===== src/rtl/alu32_issue_stage.sv =====
// Issue stage in front of alu32: buffers requests in a small FIFO, issues one
// operation at a time on registered operand ports and captures the result.
module alu32_issue_stage #(
    parameter int DEPTH = 4,
    parameter int CNT_W = 16
) (
    input  logic             clk,
    input  logic             reset,
    input  logic             req_valid,
    output logic             req_ready,
    input  logic [31:0]      req_A,
    input  logic [31:0]      req_B,
    input  logic [2:0]       req_control,
    output logic [31:0]      alu_A,
    output logic [31:0]      alu_B,
    output logic [2:0]       alu_control,
    input  logic [31:0]      alu_out,
    input  logic             alu_overflow,
    input  logic             alu_zero,
    input  logic             alu_negative,
    output logic             res_valid,
    input  logic             res_ready,
    output logic [31:0]      res_data,
    output logic             res_overflow,
    output logic             res_zero,
    output logic             res_negative,
    output logic             sticky_overflow,
    input  logic             clear_sticky,
    output logic [CNT_W-1:0] op_count
);
    localparam int AW = $clog2(DEPTH);

    localparam logic [1:0] ST_IDLE = 2'd0;
    localparam logic [1:0] ST_EXEC = 2'd1;
    localparam logic [1:0] ST_WAIT = 2'd2;

    typedef struct packed {
        logic [31:0] a;
        logic [31:0] b;
        logic [2:0]  ctl;
    } req_t;

    req_t             fifo_mem [DEPTH];
    req_t             head;
    logic [AW-1:0]    wr_ptr_q, wr_ptr_d, rd_ptr_q, rd_ptr_d;
    logic [AW:0]      count_q, count_d;
    logic             fifo_empty, fifo_full, push, pop;

    logic [1:0]       state_q, state_d;
    logic [31:0]      alu_a_q, alu_a_d, alu_b_q, alu_b_d;
    logic [2:0]       alu_ctl_q, alu_ctl_d;
    logic             res_valid_q, res_valid_d;
    logic [31:0]      res_data_q, res_data_d;
    logic             res_ovf_q, res_ovf_d, res_zero_q, res_zero_d, res_neg_q, res_neg_d;
    logic             sticky_q, sticky_d;
    logic [CNT_W-1:0] op_count_q, op_count_d;

    assign fifo_empty = (count_q == '0);
    assign fifo_full  = (count_q == (AW+1)'(DEPTH));
    assign req_ready  = !fifo_full;
    assign push       = req_valid && !fifo_full;
    assign head       = fifo_mem[rd_ptr_q];

    // Storage carries no reset: emptiness is defined purely by the pointers and count.
    always_ff @(posedge clk) begin
        if (push) begin
            fifo_mem[wr_ptr_q] <= '{a: req_A, b: req_B, ctl: req_control};
        end
    end

    always_comb begin
        state_d     = state_q;
        alu_a_d     = alu_a_q;
        alu_b_d     = alu_b_q;
        alu_ctl_d   = alu_ctl_q;
        res_valid_d = res_valid_q;
        res_data_d  = res_data_q;
        res_ovf_d   = res_ovf_q;
        res_zero_d  = res_zero_q;
        res_neg_d   = res_neg_q;
        sticky_d    = sticky_q;
        op_count_d  = op_count_q;
        pop         = 1'b0;

        if (clear_sticky) begin
            sticky_d = 1'b0;
        end

        case (state_q)
            ST_IDLE: begin
                if (!fifo_empty) begin
                    pop     = 1'b1;
                    state_d = ST_EXEC;
                end
            end
            ST_EXEC: begin
                res_valid_d = 1'b1;
                res_data_d  = alu_out;
                res_ovf_d   = alu_overflow;
                res_zero_d  = alu_zero;
                res_neg_d   = alu_negative;
                // Overriding the clear above makes a coincident overflow win.
                if (alu_overflow) begin
                    sticky_d = 1'b1;
                end
                state_d = ST_WAIT;
            end
            ST_WAIT: begin
                if (res_ready) begin
                    res_valid_d = 1'b0;
                    op_count_d  = op_count_q + 1'b1;
                    if (!fifo_empty) begin
                        pop     = 1'b1;
                        state_d = ST_EXEC;
                    end else begin
                        state_d = ST_IDLE;
                    end
                end
            end
            default: state_d = ST_IDLE;
        endcase

        if (pop) begin
            alu_a_d   = head.a;
            alu_b_d   = head.b;
            alu_ctl_d = head.ctl;
        end
    end

    assign wr_ptr_d = push ? wr_ptr_q + AW'(1) : wr_ptr_q;
    assign rd_ptr_d = pop  ? rd_ptr_q + AW'(1) : rd_ptr_q;
    assign count_d  = count_q + (AW+1)'(push) - (AW+1)'(pop);

    always_ff @(posedge clk or negedge reset) begin
        if (!reset) begin
            wr_ptr_q    <= '0;
            rd_ptr_q    <= '0;
            count_q     <= '0;
            state_q     <= ST_IDLE;
            alu_a_q     <= '0;
            alu_b_q     <= '0;
            alu_ctl_q   <= '0;
            res_valid_q <= 1'b0;
            res_data_q  <= '0;
            res_ovf_q   <= 1'b0;
            res_zero_q  <= 1'b0;
            res_neg_q   <= 1'b0;
            sticky_q    <= 1'b0;
            op_count_q  <= '0;
        end else begin
            wr_ptr_q    <= wr_ptr_d;
            rd_ptr_q    <= rd_ptr_d;
            count_q     <= count_d;
            state_q     <= state_d;
            alu_a_q     <= alu_a_d;
            alu_b_q     <= alu_b_d;
            alu_ctl_q   <= alu_ctl_d;
            res_valid_q <= res_valid_d;
            res_data_q  <= res_data_d;
            res_ovf_q   <= res_ovf_d;
            res_zero_q  <= res_zero_d;
            res_neg_q   <= res_neg_d;
            sticky_q    <= sticky_d;
            op_count_q  <= op_count_d;
        end
    end

    assign alu_A           = alu_a_q;
    assign alu_B           = alu_b_q;
    assign alu_control     = alu_ctl_q;
    assign res_valid       = res_valid_q;
    assign res_data        = res_data_q;
    assign res_overflow    = res_ovf_q;
    assign res_zero        = res_zero_q;
    assign res_negative    = res_neg_q;
    assign sticky_overflow = sticky_q;
    assign op_count        = op_count_q;
endmodule


===== config.mk =====
export PLATFORM = sky130hd
export DESIGN_NAME = alu32_issue_stage
export DESIGN_NICKNAME = d
export VERILOG_FILES = /design/src/rtl/alu32_issue_stage.sv
export SDC_FILE = /design/constraint.sdc
export NUM_CORES = 1
export LEC_CHECK = 0
export ABC_AREA = 1
export BUFFER_PORTS_ARGS = -buffer_cell sky130_fd_sc_hd__buf_2
export CELL_PAD_IN_SITES_DETAIL_PLACEMENT = 0
export CELL_PAD_IN_SITES_GLOBAL_PLACEMENT = 1
export CORE_MARGIN = 5
export CORE_UTILIZATION = 41
export DETAILED_ROUTE_END_ITERATION = 7
export PLACE_DENSITY_LB_ADDON = 0.1
export SLEW_MARGIN = 20
export SYNTH_ARGS = -nofsm -noshare
export SYNTH_HDL_FRONTEND = slang
export SYNTH_SLANG_ARGS = --single-unit

===== constraint.sdc =====
create_clock -name clk -period 4.3 [get_ports clk]
set_input_delay 0.215 -clock clk [delete_from_list [all_inputs] [get_ports clk]]
set_output_delay 0.215 -clock clk [all_outputs]
set_load 0.1 [all_outputs]

==> results of run 1 <==
## cells in the final DEF (no fill, tap or decap), drive strengths merged, types with 2 or more instances in the layout
| cell type | instances |
|---|---|
| xnor2 | 8 |
| xor2 | 7 |
| dfrtp | 129 |
| nand4 | 3 |
| o21ai | 138 |
| dlygate4sd3 | 106 |
| diode | 2 |
| buf | 240 |
| inv | 30 |
| o22ai | 67 |
| nand2 | 339 |
| nor2 | 163 |
| a21oi | 2 |
| nand3 | 11 |
| clkinv | 6 |
| ha | 7 |
| clkbuf | 70 |
| edfxtp | 268 |
## routing by layer
layer	vias up	wire length [microns]
met4	0	557
li1	4916	-
met5	-	0
met2	233	17100
met3	41	1890
met1	4864	17400
## through the flow
stage,utilization,TNS [ns]
after floorplan,-,-181.20
after global placement,0.457,0
after detailed placement,0.457,0
after CTS,0.522,0
after global routing,0.522,0
final,0.522,0
## worst max path at each step
stage | to | slack [ns] | depth (start not counted)
4_1_cts | alu_B[5]$_DFFE_PN0P_ | 1.82 | 6
3_5_place_dp | alu_B[5]$_DFFE_PN0P_ | 1.83 | 6
5_1_grt | alu_B[10]$_DFFE_PN0P_ | 1.59 | 6
6_report | alu_B[5]$_DFFE_PN0P_ | 1.85 | 6
2_1_floorplan | fifo_mem[0][0]$_DFFE_PP_ | -0.68 | 4
3_3_place_gp | alu_B[0]$_DFFE_PN0P_ | 1.87 | 6
## logic make-up (layout without fill, tap and decap cells)
family / count (synthesis) / after routing / share of synthesized area
xor gates and xnor gates: 15 / 15 / 0.00872
DFF: 397 / 397 / 0.748
buffers and inverters: 92 / 452 / 0.0292
and+or+nand+nor: 518 / 518 / 0.132
AOI/OAI and AO/OA: 207 / 207 / 0.0746
adders and majority gates: 8 / 8 / 0.00714
other: 0 / 2 / 0
## registers in the layout, summed over array words and instances, names as in the netlist
register and cells:
rd_ptr_q 2, alu_A 32, res_valid 1, wr_ptr_q 2, alu_B 32, sticky_overflow 1
op_count 16, res_negative 1, fifo_mem 268, res_zero 1, state_q 2, res_data 32
alu_control 3, count_q 3, res_overflow 1
## critical path, stage by stage (launching register included)
cell     delay (ns)
dfrtp_4        0.70
inv_4          0.81
buf_4          0.37
o21ai_0        0.11
o22ai_1        0.17
nand2_1        0.07
nand2_1        0.08
## layout make-up
cell class	count	share of cell area
Sequential cell	397	0.593
Multi-Input combinational cell	748	0.178
Timing Repair Buffer	347	0.124
Clock buffer	69	0.0649
Tap cell	468	0.0308
Inverter	29	0.00592
Clock inverter	7	0.00283
Antenna cell	2	0.000263
## synthesized netlist by cell type, types with 4 or more instances
| cell type | count | area [sq um] |
|---|---|---|
| nand3_1 | 11 | 55.1 |
| ha_1 | 7 | 87.6 |
| clkbuf_1 | 25 | 93.8 |
| nor2_1 | 159 | 597 |
| inv_1 | 24 | 90.1 |
| o22ai_1 | 67 | 419 |
| o21ai_1 | 5 | 25.0 |
| buf_4 | 10 | 75.1 |
| xor2_1 | 7 | 61.3 |
| edfxtp_1 | 268 | 8050 |
| o21ai_0 | 133 | 666 |
| buf_2 | 23 | 115 |
| inv_2 | 4 | 15.0 |
| xnor2_1 | 8 | 70.1 |
| nand2_1 | 338 | 1270 |
| dfrtp_1 | 129 | 3230 |
## timing repair
action | CTS | global route
setup endpoints to repair | 0 | 0
buffers inserted | 0 | 0
endpoints found under the hold margin | 402 | 0
hold buffers | 106 | 0
==> impl_metrics.toml, run 1 <==
[worst_setup_path]
worstSetupPathType = "register to register"
r2r_end = "alu_B[5]$_DFFE_PN0P_"
worstPathArrival_ns = 2.91
worstSetupStartpointType = "register"
rr_worst_depth = 6
r2r_start = "rd_ptr_q[0]$_DFFE_PN0P_"
path_max_fanout = 104
cp_data_required_time_ns = 4.77
r2r_slack_ns = 1.85
cp-end-kind = "register"
crit_start = "rd_ptr_q[0]$_DFFE_PN0P_"

[logic_synthesis]
synth_cell_types = 28
async_flop_share = 0.325
ys_seq_area_frac = 0.748
synth-seq-cells = 397
syn-cell-area_sq_um = 15100
synth_nets = 1352
syn_avg_cell_area_sq_um = 12.2
yosysWarnings = 0
synth_cells = 1237
ys.flop_type = "edfxtp_1"
synth_edf_count = 268

[placed_design]
dp.cells = 1883
post-place-ws_ns = 1.83
place_area_sq_um = 16700
hpwl_microns = 20800
portBuffers = 227
gp_routability_congestion = 0.749

[clock_tree]
cts_buffer_depth = 3
cts.sink_count = 397
htreeDepth = 2
clk_pin_slew_ns = 0.06
clk_latency_ns = 0.54
cts_buffers = 42
ctsResizeCount = 0
cts_tree = "built"
root_buffer = "clkbuf_16"

[finish]
nets = 1680
fin_area_sq_um = 19000
final_cells = 2067
area_delta_synth_final_pct = 26.2
multiInputGateArea_sq_um = 3390
drive_gt1_frac = 0.197
n_fill_cell = 3224
seq_area_sq_um = 11300

[timing]
slew_violations = 0
slew_headroom = 0.294
hold_viol = 0
setup_slack_ns = 1.85
clock.fmax_ghz = 0.409
worst_slew_pin_slew_ns = 1.06
rsz0062_at_grt = "false"
holdWs_ns = 0.357
setup_viol = 0
final.min_clock_period_ns = 2.45
period_share = 0.569
fin_worst_skew_ns = 0.0194

[global_routing]
first_global_vias = 10200
grtUsageMet3 = 0.0366
grt_pass1_wl_microns = 58600
grtUsageTotal = 0.179
grt_max_degree = 105
use_met1 = 0.253
overflow = 0
grtUsageMet2 = 0.293
antenna_found_initial = 2
gr-max-usage-layer = "met2"

[floorplan]
die_h_microns = 202
rows = 70
die_area_sq_um = 40700
io_pins = 228
die_x_microns = 202
start_util = 0.413
core_sq_um = 36400

[route]
wl_per_cell_microns = 17.9
vias = 10100
drtIter0Drc = 551
routed_wl_microns = 36900
drc = 0
ant_nets = 0
vias_per_cell = 4.86
first_pass_iters = 5

[status]
status = "finished clean"

[min_path]
holdCritPathClass = "input pin to async pin"

[run]
maxCapViolCount = 0
Power of run 1 is not shown: default switching activity piles up to over one toggle a cycle in this logic, so the estimate is an artifact.
==> inputs of run 2 (changes only) <==
==> constraint.sdc (replaced) <==
create_clock -name clk -period 2.1 [get_ports clk]
set_input_delay 0.105 -clock clk [delete_from_list [all_inputs] [get_ports clk]]
set_output_delay 0.105 -clock clk [all_outputs]
set_load 0.1 [all_outputs]
==> run 2 against run 1 <==
Global-route usage up 0.35 points. Worst setup slack got worse by 1.7 ns. Critical path depth increased by 5. Non-clock buffer count up 21. Design area rose by 1.9%. Flip-flop and latch count unchanged. Final cell count increased by 1.1%. Sequential share of layout area decreased by 1.1 points. Largest cell class unchanged. Fmax increased by 23%. Count of clock-buffer cells in the layout fell by 3. Core utilization rose by 0.97 points.
==> impl_metrics.toml, run 2 (synthesized netlist as in run 1, its figures left out) <==
[clock_tree]
clk_pin_slew_ns = 0.06
cts.sink_count = 397
cts_tree = "built"
root_buffer = "clkbuf_16"
cts_buffers = 42
cts_buffer_depth = 3
clk_latency_ns = 0.55
htreeDepth = 2

[global_routing]
grtUsageTotal = 0.183
grt_max_degree = 136
first_global_vias = 10200
grt_pass1_wl_microns = 59600
overflow = 0
antenna_found_initial = 1

[worst_setup_path]
cp-end-kind = "register"
worstSetupStartpointType = "register"
path_max_fanout = 2
cp_data_required_time_ns = 2.52
worstPathArrival_ns = 2.41
worstSetupPathType = "register to register"

[floorplan]
start_util = 0.413
die_h_microns = 202
rows = 70
core_sq_um = 36400
io_pins = 228
die_area_sq_um = 40700
die_x_microns = 202

[timing]
fin_worst_skew_ns = 0.0222
setup_viol = 0
slew_violations = 0
rsz0062_at_grt = "false"
clock.fmax_ghz = 0.503
final.min_clock_period_ns = 1.99
slew_headroom = 0.366
worst_slew_pin_slew_ns = 0.951
period_share = 0.947
setup_slack_ns = 0.112
hold_viol = 0

[finish]
seq_area_sq_um = 11300
nets = 1701
multiInputGateArea_sq_um = 3420
area_delta_synth_final_pct = 28.6
drive_gt1_frac = 0.210
largest_reg_flops = 268
regMostFlops = "fifo_mem"
mostFrequentLayoutCell = "nand2_1"
n_fill_cell = 3235
layout_common_cells = "nand2_1 (337), edfxtp_1 (268), buf_2 (226)"

[placed_design]
hpwl_microns = 21300
portBuffers = 227
post-place-ws_ns = 0.0706
gp_routability_congestion = 0.756

[route]
drc = 0
vias_per_cell = 4.85
routed_wl_microns = 37300
first_pass_iters = 5
drtIter0Drc = 448
vias = 10100
wl_per_cell_microns = 17.9
ant_nets = 0

[min_path]
holdCritPathClass = "input pin to async pin"

[run]
maxCapViolCount = 0

[status]
status = "finished clean"
-- run 2: cell types whose count changed in the layout (fill, tap and decap cells not counted), sizes merged --
cell and delta:
buf +22, clkbuf -4, clkinv +4, diode -1
inv +1
-- run 2: cell type report --
| type | instances | share of cell area |
|---|---|---|
| flip-flops and latches | 397 | 0.582 |
| clock inverters | 12 | 0.00381 |
| diodes | 1 | 0.000129 |
| inverters | 29 | 0.00575 |
| multi-input cells | 748 | 0.177 |
| repair buffers | 368 | 0.139 |
| clock buffers | 66 | 0.0620 |
| well taps | 468 | 0.0302 |
-- run 2: stage by stage --
| stage | cells | TNS [ns] | cell area (sq um) | utilization | hold WS [ns] |
|---|---|---|---|---|---|
| 5_1_grt | 2089 | 0 | 19400 | 0.532 | 0.0889 |
| 3_5_place_dp | 1903 | 0 | 17000 | 0.467 | 0.0858 |
| 2_1_floorplan | 1237 | -49.05 | 15100 | - | -0.191 |
| 4_1_cts | 2087 | 0 | 19400 | 0.531 | 0.0636 |
| 6_report | 2089 | 0 | 19400 | 0.532 | 0.0860 |
| 3_3_place_gp | 1903 | 0 | 17000 | 0.467 | 0.0871 |
-- run 2: critical path, cell delays in order (launching register included) --
cell     delay, ns
dfrtp_1       0.38
buf_4         0.15
inv_2         0.07
nand3_4       0.09
nand2_8       0.08
ha_1          0.22
inv_1         0.06
ha_1          0.13
inv_1         0.05
fa_2          0.35
xnor2_2       0.14
xor2_1        0.14
-- run 2: what timing repair did --
action                                 4_1_cts  5_1_grt
endpoints found under the hold margin      439        0
hold buffers                               106        0
setup endpoints to repair                    0        1
setup buffers                                0        1
resized for setup                            0        2
-- run 2: per-layer routing --
layer  vias to the layer above  part of all wire  GRT usage
met5                         -                 0          0
met4                         0             0.019     0.0439
met3                        51             0.050     0.0358
met2                       239              0.46      0.296
met1                      4888              0.47      0.257
li1                       4964                 -          -
-- run 2: path summary, 6_finish.rpt --
check	startpoint	end	slack [ns]	cells past startpoint
setup / recovery	count_q[1]$_DFF_PN0_	count_q[2]$_DFF_PN0_	0.11	11
hold / removal	reset	op_count[13]$_DFFE_PN0P_	0.09	2
setup reg to reg	count_q[1]$_DFF_PN0_	count_q[2]$_DFF_PN0_	0.11	11
hold reg to reg	res_data[1]$_DFFE_PN0P_	res_data[1]$_DFFE_PN0P_	0.46	2
max in group asynchronous	reset	res_data[10]$_DFFE_PN0P_	1.35	3
min in group clk	req_valid	wr_ptr_q[0]$_DFFE_PN0N_	0.09	4
Power of run 2 is left out for the same reason.
